===== config.mk =====
export PLATFORM = sky130hd
export DESIGN_NAME = msk_tx_burst_ctrl
export DESIGN_NICKNAME = d
export VERILOG_FILES = /design/src/rtl/msk_ctrl_pkg.sv /design/src/rtl/msk_bit_timer.sv /design/src/rtl/msk_tx_burst_ctrl.sv
export SDC_FILE = /design/constraint.sdc
export NUM_CORES = 1
export LEC_CHECK = 0
export BUFFER_PORTS_ARGS = -buffer_cell sky130_fd_sc_hd__buf_2
export CAP_MARGIN = 30
export CORE_UTILIZATION = 55
export DETAILED_ROUTE_END_ITERATION = 12
export PLACE_DENSITY = 0.73
export SLEW_MARGIN = 25
export SYNTH_ARGS = -nofsm -noshare
export SYNTH_HDL_FRONTEND = slang
export SYNTH_SLANG_ARGS = --single-unit
export TNS_END_PERCENT = 10

===== constraint.sdc =====
create_clock -name clk -period 2.3 [get_ports clk]
set_input_delay 0.46 -clock clk [delete_from_list [all_inputs] [get_ports clk]]
set_output_delay 0.46 -clock clk [all_outputs]
set_load 0.01 [all_outputs]

===== src/rtl/msk_ctrl_pkg.sv =====
// Package: msk_ctrl_pkg
// Shared types and defaults for the MSK burst transmit controller.
//   tx_state_t     - burst sequencer states
//   DEF_*          - default framing and timing parameters
//   burst_cycles() - total tx_en cycles of one burst for a given configuration
package msk_ctrl_pkg;

    typedef enum logic [2:0] {
        IDLE,
        PREAMBLE,
        SYNC,
        PAYLOAD,
        TAIL
    } tx_state_t;

    localparam int         DEF_SPS              = 20;     // 200 MHz / 10 Mb/s
    localparam int         DEF_PREAMBLE_BYTES   = 2;
    localparam logic [7:0] DEF_PREAMBLE_PATTERN = 8'hAA;
    localparam logic [7:0] DEF_SYNC_WORD        = 8'h1A;
    localparam int         DEF_TAIL_CYCLES      = 100;

    // Clocks of tx_en for one burst: every framed byte lasts 8*sps clocks,
    // followed by the forced-zero tail.
    function automatic int burst_cycles(input int preamble_bytes, input int len,
                                        input int sps, input int tail_cycles);
        return (preamble_bytes + 1 + len) * 8 * sps + tail_cycles;
    endfunction

endpackage


===== src/rtl/msk_bit_timer.sv =====
// Module: msk_bit_timer
// Bit/byte timing for the serializer: sps_cnt runs 0..SPS-1, bit_idx runs 7..0.
// Ports:
//   clk, reset  - clock and synchronous active-high reset
//   clr         - return counters to the start of a byte (sps_cnt=0, bit_idx=7)
//   en          - advance the counters
//   bit_tick    - last clock of the current bit
//   byte_tick   - last clock of the current byte (bit_tick on bit_idx 0)
module msk_bit_timer
    import msk_ctrl_pkg::*;
#(
    parameter int SPS = DEF_SPS
) (
    input  logic clk,
    input  logic reset,
    input  logic clr,
    input  logic en,
    output logic bit_tick,
    output logic byte_tick
);

    localparam logic [7:0] SPS_LAST = 8'(SPS - 1);

    logic [7:0] sps_cnt_reg;
    logic [2:0] bit_idx_reg;

    assign bit_tick  = en && (sps_cnt_reg == SPS_LAST);
    assign byte_tick = bit_tick && (bit_idx_reg == 3'd0);

    always_ff @(posedge clk) begin
        if (reset || clr) begin
            sps_cnt_reg <= 8'd0;
            bit_idx_reg <= 3'd7;
        end else if (en) begin
            if (sps_cnt_reg == SPS_LAST) begin
                sps_cnt_reg <= 8'd0;
                // 3-bit wrap takes bit_idx from 0 back to 7 at the byte boundary
                bit_idx_reg <= bit_idx_reg - 3'd1;
            end else begin
                sps_cnt_reg <= sps_cnt_reg + 8'd1;
            end
        end
    end

endmodule


===== src/rtl/msk_tx_burst_ctrl.sv =====
// Module: msk_tx_burst_ctrl
// Burst sequencer feeding the MSK modulator's serial data input. A burst is
// preamble bytes, one sync byte, len payload bytes (MSB first, SPS clocks per
// bit) and TAIL_CYCLES clocks of forced-zero data.
// Ports:
//   clk, reset  - clock and synchronous active-high reset
//   start, len  - burst request and payload length, sampled only in IDLE
//   byte_data, byte_valid, byte_ready - payload byte stream (valid/ready)
//   data_out    - registered serial bit to the modulator
//   tx_en       - high from the first preamble bit to the end of the tail
//   busy        - state is not IDLE
//   done        - one-cycle pulse when the burst ends
//   underrun    - one-cycle pulse when a payload byte was missing at its boundary
module msk_tx_burst_ctrl
    import msk_ctrl_pkg::*;
#(
    parameter int         SPS              = DEF_SPS,
    parameter int         PREAMBLE_BYTES   = DEF_PREAMBLE_BYTES,
    parameter logic [7:0] PREAMBLE_PATTERN = DEF_PREAMBLE_PATTERN,
    parameter logic [7:0] SYNC_WORD        = DEF_SYNC_WORD,
    parameter int         TAIL_CYCLES      = DEF_TAIL_CYCLES
) (
    input  logic       clk,
    input  logic       reset,
    input  logic       start,
    input  logic [7:0] len,
    input  logic [7:0] byte_data,
    input  logic       byte_valid,
    output logic       byte_ready,
    output logic       data_out,
    output logic       tx_en,
    output logic       busy,
    output logic       done,
    output logic       underrun
);

    localparam logic [7:0]  PRE_LAST  = 8'(PREAMBLE_BYTES - 1);
    localparam logic [15:0] TAIL_LAST = 16'(TAIL_CYCLES - 1);

    tx_state_t   state_reg;
    logic [7:0]  shift_reg;
    logic [7:0]  len_reg;
    logic [7:0]  fetched_reg;
    logic [7:0]  byte_cnt_reg;   // preamble byte index, or payload bytes loaded
    logic [7:0]  hold_reg;
    logic        hold_v_reg;
    logic [7:0]  skip_reg;       // late bytes still owed for underrun slots
    logic [15:0] tail_cnt_reg;
    logic        data_out_reg;
    logic        tx_en_reg;
    logic        busy_reg;
    logic        done_reg;
    logic        underrun_reg;

    logic        bit_tick;
    logic        byte_tick;
    logic        timer_en;
    logic        timer_clr;
    logic        handshake;
    logic        payload_boundary;
    logic        direct_taken;
    logic        skip_inc;
    logic        skip_dec;
    logic [7:0]  pay_byte;
    logic        pay_from_hold;
    logic        pay_direct;
    logic        pay_underrun;

    assign data_out = data_out_reg;
    assign tx_en    = tx_en_reg;
    assign busy     = busy_reg;
    assign done     = done_reg;
    assign underrun = underrun_reg;

    // Purely from registered state, so there is no path from byte_valid.
    assign byte_ready = ((state_reg == SYNC) || (state_reg == PAYLOAD))
                        && !hold_v_reg && (fetched_reg < len_reg);
    assign handshake  = byte_valid && byte_ready;

    assign timer_en  = (state_reg == PREAMBLE) || (state_reg == SYNC) || (state_reg == PAYLOAD);
    assign timer_clr = (state_reg == IDLE);

    msk_bit_timer #(
        .SPS(SPS)
    ) u_bit_timer (
        .clk      (clk),
        .reset    (reset),
        .clr      (timer_clr),
        .en       (timer_en),
        .bit_tick (bit_tick),
        .byte_tick(byte_tick)
    );

    // Edge at which the next byte to shift out is a payload byte.
    assign payload_boundary = byte_tick &&
        (((state_reg == SYNC) && (len_reg != 8'd0)) ||
         ((state_reg == PAYLOAD) && (byte_cnt_reg != len_reg)));

    // Source of the payload byte loaded at a boundary. A handshake while late
    // bytes are still owed belongs to an earlier slot, so it is not used here.
    always_comb begin
        pay_byte      = 8'h00;
        pay_from_hold = 1'b0;
        pay_direct    = 1'b0;
        pay_underrun  = 1'b0;
        if (hold_v_reg) begin
            pay_byte      = hold_reg;
            pay_from_hold = 1'b1;
        end else if (handshake && (skip_reg == 8'd0)) begin
            pay_byte   = byte_data;
            pay_direct = 1'b1;
        end else begin
            pay_underrun = 1'b1;
        end
    end

    assign direct_taken = payload_boundary && pay_direct;
    assign skip_inc     = payload_boundary && pay_underrun;
    assign skip_dec     = handshake && !direct_taken && (skip_reg != 8'd0);

    always_ff @(posedge clk) begin
        if (reset) begin
            state_reg    <= IDLE;
            shift_reg    <= 8'h00;
            len_reg      <= 8'd0;
            fetched_reg  <= 8'd0;
            byte_cnt_reg <= 8'd0;
            hold_reg     <= 8'h00;
            hold_v_reg   <= 1'b0;
            skip_reg     <= 8'd0;
            tail_cnt_reg <= 16'd0;
            data_out_reg <= 1'b0;
            tx_en_reg    <= 1'b0;
            busy_reg     <= 1'b0;
            done_reg     <= 1'b0;
            underrun_reg <= 1'b0;
        end else begin
            done_reg     <= 1'b0;
            underrun_reg <= 1'b0;

            // Fetch side: every transfer counts, whether kept or discarded.
            if (handshake) begin
                fetched_reg <= fetched_reg + 8'd1;
            end
            if (payload_boundary && pay_from_hold) begin
                hold_v_reg <= 1'b0;
            end
            if (handshake && !direct_taken && (skip_reg == 8'd0)) begin
                hold_reg   <= byte_data;
                hold_v_reg <= 1'b1;
            end
            if (skip_inc && !skip_dec) begin
                skip_reg <= skip_reg + 8'd1;
            end else if (skip_dec && !skip_inc) begin
                skip_reg <= skip_reg - 8'd1;
            end

            unique case (state_reg)
                IDLE: begin
                    data_out_reg <= 1'b0;
                    tx_en_reg    <= 1'b0;
                    busy_reg     <= 1'b0;
                    if (start) begin
                        len_reg      <= len;
                        fetched_reg  <= 8'd0;
                        byte_cnt_reg <= 8'd0;
                        hold_v_reg   <= 1'b0;
                        skip_reg     <= 8'd0;
                        tx_en_reg    <= 1'b1;
                        busy_reg     <= 1'b1;
                        if (PREAMBLE_BYTES == 0) begin
                            state_reg    <= SYNC;
                            shift_reg    <= SYNC_WORD;
                            data_out_reg <= SYNC_WORD[7];
                        end else begin
                            state_reg    <= PREAMBLE;
                            shift_reg    <= PREAMBLE_PATTERN;
                            data_out_reg <= PREAMBLE_PATTERN[7];
                        end
                    end
                end

                PREAMBLE: begin
                    if (byte_tick) begin
                        if (byte_cnt_reg == PRE_LAST) begin
                            state_reg    <= SYNC;
                            byte_cnt_reg <= 8'd0;
                            shift_reg    <= SYNC_WORD;
                            data_out_reg <= SYNC_WORD[7];
                        end else begin
                            byte_cnt_reg <= byte_cnt_reg + 8'd1;
                            shift_reg    <= PREAMBLE_PATTERN;
                            data_out_reg <= PREAMBLE_PATTERN[7];
                        end
                    end else if (bit_tick) begin
                        shift_reg    <= {shift_reg[6:0], 1'b0};
                        data_out_reg <= shift_reg[6];
                    end
                end

                SYNC: begin
                    if (byte_tick) begin
                        if (len_reg == 8'd0) begin
                            state_reg    <= TAIL;
                            tail_cnt_reg <= 16'd0;
                            data_out_reg <= 1'b0;
                        end else begin
                            state_reg    <= PAYLOAD;
                            byte_cnt_reg <= 8'd1;
                            shift_reg    <= pay_byte;
                            data_out_reg <= pay_byte[7];
                            underrun_reg <= pay_underrun;
                        end
                    end else if (bit_tick) begin
                        shift_reg    <= {shift_reg[6:0], 1'b0};
                        data_out_reg <= shift_reg[6];
                    end
                end

                PAYLOAD: begin
                    if (byte_tick) begin
                        if (byte_cnt_reg == len_reg) begin
                            state_reg    <= TAIL;
                            tail_cnt_reg <= 16'd0;
                            data_out_reg <= 1'b0;
                        end else begin
                            byte_cnt_reg <= byte_cnt_reg + 8'd1;
                            shift_reg    <= pay_byte;
                            data_out_reg <= pay_byte[7];
                            underrun_reg <= pay_underrun;
                        end
                    end else if (bit_tick) begin
                        shift_reg    <= {shift_reg[6:0], 1'b0};
                        data_out_reg <= shift_reg[6];
                    end
                end

                TAIL: begin
                    data_out_reg <= 1'b0;
                    if (tail_cnt_reg == TAIL_LAST) begin
                        state_reg <= IDLE;
                        tx_en_reg <= 1'b0;
                        busy_reg  <= 1'b0;
                        done_reg  <= 1'b1;
                    end else begin
                        tail_cnt_reg <= tail_cnt_reg + 16'd1;
                    end
                end

                default: begin
                    state_reg    <= IDLE;
                    data_out_reg <= 1'b0;
                    tx_en_reg    <= 1'b0;
                    busy_reg     <= 1'b0;
                end
            endcase
        end
    end

endmodule


==> results.toml <==
[power_and_ir_drop]
internal_power_w = 0.002782
comb_power_share = 0.359
ir_worst_vdd_v = 0.0004710
power.share.sequential = 0.366
switching_share = 0.3590
p_leak_nw = 2.152
power.total_w = 0.004341
power.switching_w = 0.001558
p_clk_frac = 0.275
powerDensity_nw_per_um2 = 752.9

[critical_path]
r2r-start = "skip_reg[4]"
cpPeakStageDelay_ns = 0.54
crit_top_cell = "buf_6"
path_max_fanout = 11
worst-setup-path-type = "reg -> reg"
worstPathRequired_ns = 2.57
cp-startpoint = "skip_reg[4]"
cp.arrival_ns = 2.54
start_kind = "register"
endpoint_kind = "register"
crit_slowest_cell = "or4_4"
path_cells = "or4_4 > or3_4 > a211oi_4 > buf_6 > buf_6 > nand3_1 > a311oi_1"

[global_routing]
grt.total_usage = 0.2747
grt_max_degree = 25
grt_pass1_wl_um = 19260
overflow = 0
antenna_found_initial = 0
first_global_vias = 4202

[sta]
rsz0062_at_grt = "true"
holdWs_ns = 0.3265
fin_skew_ns = 0.01279
fmax_mhz = 440.9
timing.final.ws_setup_ns = 0.03175
finalCritPeriodShare = 0.9862
setup_violations = 0
hold_viol_final = 0
maxSlewHeadroom = 0.6222
period_minus_slack_ns = 2.268
tightest_slew_ns = 0.5647
slew_violations = 0

[layout]
largest_reg_flops = 16
finish.utilization = 0.7273
nets = 691
syn2layout_area_growth_pct = 25.29
final_cells = 762
filler_cell_count = 609
regArea_um2 = 1649
drive_gt1_frac = 0.2530
multi_input_area_um2 = 3048
n_antenna_cell = 0

[yosys]
synth-seq-area-share = 0.3567
syn_nets = 617
postSynthAreaPerCell_um2 = 7.921
yosys.area.top_type = "dfxtp_1"
synth_cell_types = 63
synth_area_um2 = 4602
synth-edff-count = 0
synth_top_area_share = 0.3567
synth_area_leaders = "dfxtp_1, nand2_1, a21oi_1"
yosys_register_bits = 82
netlist_instances = 581
synthArstFlopShare = 0
ys_warn_count = 0
synthFlopType = "dfxtp_1"

[drt]
routed-via-count = 4586
drt-pass1-iter-count = 6
wl_per_cell_um = 15.90
drt-total-wl_um = 12120
drc_errors = 0
viasPerCell = 6.018
drt-initial-drc-count = 256
antenna_left = 0

[clock_network]
h-tree-depth = 3
clockBufferDepth = 2
cts_sinks = 82
cts_made_buffers = 9
cts_tree = "built"
path_clk_slew_ns = 0.09
postCtsHoldBufs = 0
clock_latency_ns = 0.36
clockRootBuffer = "clkbuf_8"

[place]
place_congestion = 0.9021
place.detailed.instances = 743
dp_slack_ns = -0.03149
port_buffers = 25
hpwlAfterDp_um = 8213

[die]
die_area_um2 = 8737
start_util = 0.5805
fp-row-count = 32
fp.coreArea_um2 = 7928
chipHeight_um = 93.47
io_pins = 26
die_w_um = 93.47

[job]
cap_viol_max_count = 0

[hold_path]
worstHoldPathType = "in -> reg"
hp-start = "len[0]"

[status]
status = "completed"
layout by cell type, fill, tap and decap left out, types with 3 or more instances in the layout:
master and count:
a211oi_2 3, a21oi_1 44, a22oi_1 3, a31oi_1 5
and3_1 17, buf_2 25, buf_4 65, clkbuf_8 10
dfxtp_1 76, dfxtp_2 6, ha_1 15, inv_1 20
nand2_1 67, nand2b_1 3, nand3_1 25, nand4_1 17
nor2_1 59, nor2b_1 8, nor3_1 26, nor3_2 5
nor3b_1 6, nor4_1 7, nor4_2 6, nor4_4 3
nor4b_2 5, o211ai_1 3, o21a_1 4, o21ai_0 14
o31ai_1 3, o32ai_1 3, or4_1 6, xnor2_1 21
xnor2_2 3, xor2_1 12
power by group through the flow:
stage               registers [W]  clock network [W]  logic, W
floorplan                 0.00161                  0  0.000875
global placement          0.00161                  0   0.00137
detailed placement        0.00161                  0   0.00139
CTS                       0.00158            0.00121   0.00143
global route              0.00160            0.00127   0.00170
finish                    0.00159            0.00120   0.00156
path summary, 6_finish.rpt:
kind,endpoint,slack (ns),cells after the start
setup / recovery,shift_reg[5],0.03,7
hold / removal,len_reg[0],0.33,3
setup reg to reg,shift_reg[5],0.03,7
hold reg to reg,hold_reg[5],0.47,2
synth_stat cells (all sizes together) (3+ instances only):
cell type and number:
o21ai 16, nor3b 7, nor2 60, and3 17, o31ai 3, nor2b 9, o31a 3, buf 6
ha 16, or3 3, o211ai 3, o32ai 3, a22oi 3, o21a 4, a211oi 5, a21oi 47
nand2 67, xnor2 24, nand4 17, nor3 32, a31oi 6, nand2b 4, nor4 16, nor4b 7
nand3 27, clkbuf 23, xor2 12, inv 21, dfxtp 82, or4 8
repair_timing:
action	4_1_cts	5_1_grt
pin swaps	0	11
gates resized for setup	7	48
setup buffers	0	3
setup endpoints to repair	15	43
cloned	0	0
worst max-delay path, delay by kind of cell, from the launching register on:
| family | cells | cell delay [ns] |
|---|---|---|
| buf+inv | 2 | 0.32 |
| compound gates | 2 | 0.48 |
| flops | 1 | 0.33 |
| simple gates | 3 | 1.04 |
logic make-up after synthesis:
kind of cell | after synthesis | synth area share
fa+ha+maj | 16 | 0.04350
simple gates | 282 | 0.3241
compound gates | 113 | 0.1591
flops | 82 | 0.3567
mux | 2 | 0.004350
xor+xnor | 36 | 0.06851
buf+inv | 50 | 0.04377
stage by stage:
step / TNS (ns) / instance area, µm²
floorplan: -0.03620 / 4607
global placement: 0 / 5225
detailed placement: -0.1249 / 5225
CTS: 0 / 5489
global route: -0.1980 / 5766
finish: 0 / 5766
layer usage:
layer  up-vias  part of all wire  global-route usage
met1      2161              0.46              0.3749
met5         -                 0                   0
met3        28             0.054             0.03984
met4         0             0.019             0.08974
li1       2244                 -                   -
met2       153              0.47              0.4449
layout make-up:
class	instances	share of cell area
repair buffers	92	0.1102
well taps	102	0.02214
clock buffers	11	0.02452
clock inverters	5	0.01476
multi-input cells	449	0.5286
inverters	21	0.01367
flip-flops and latches	82	0.2860
(Power assumes the default switching activity.)
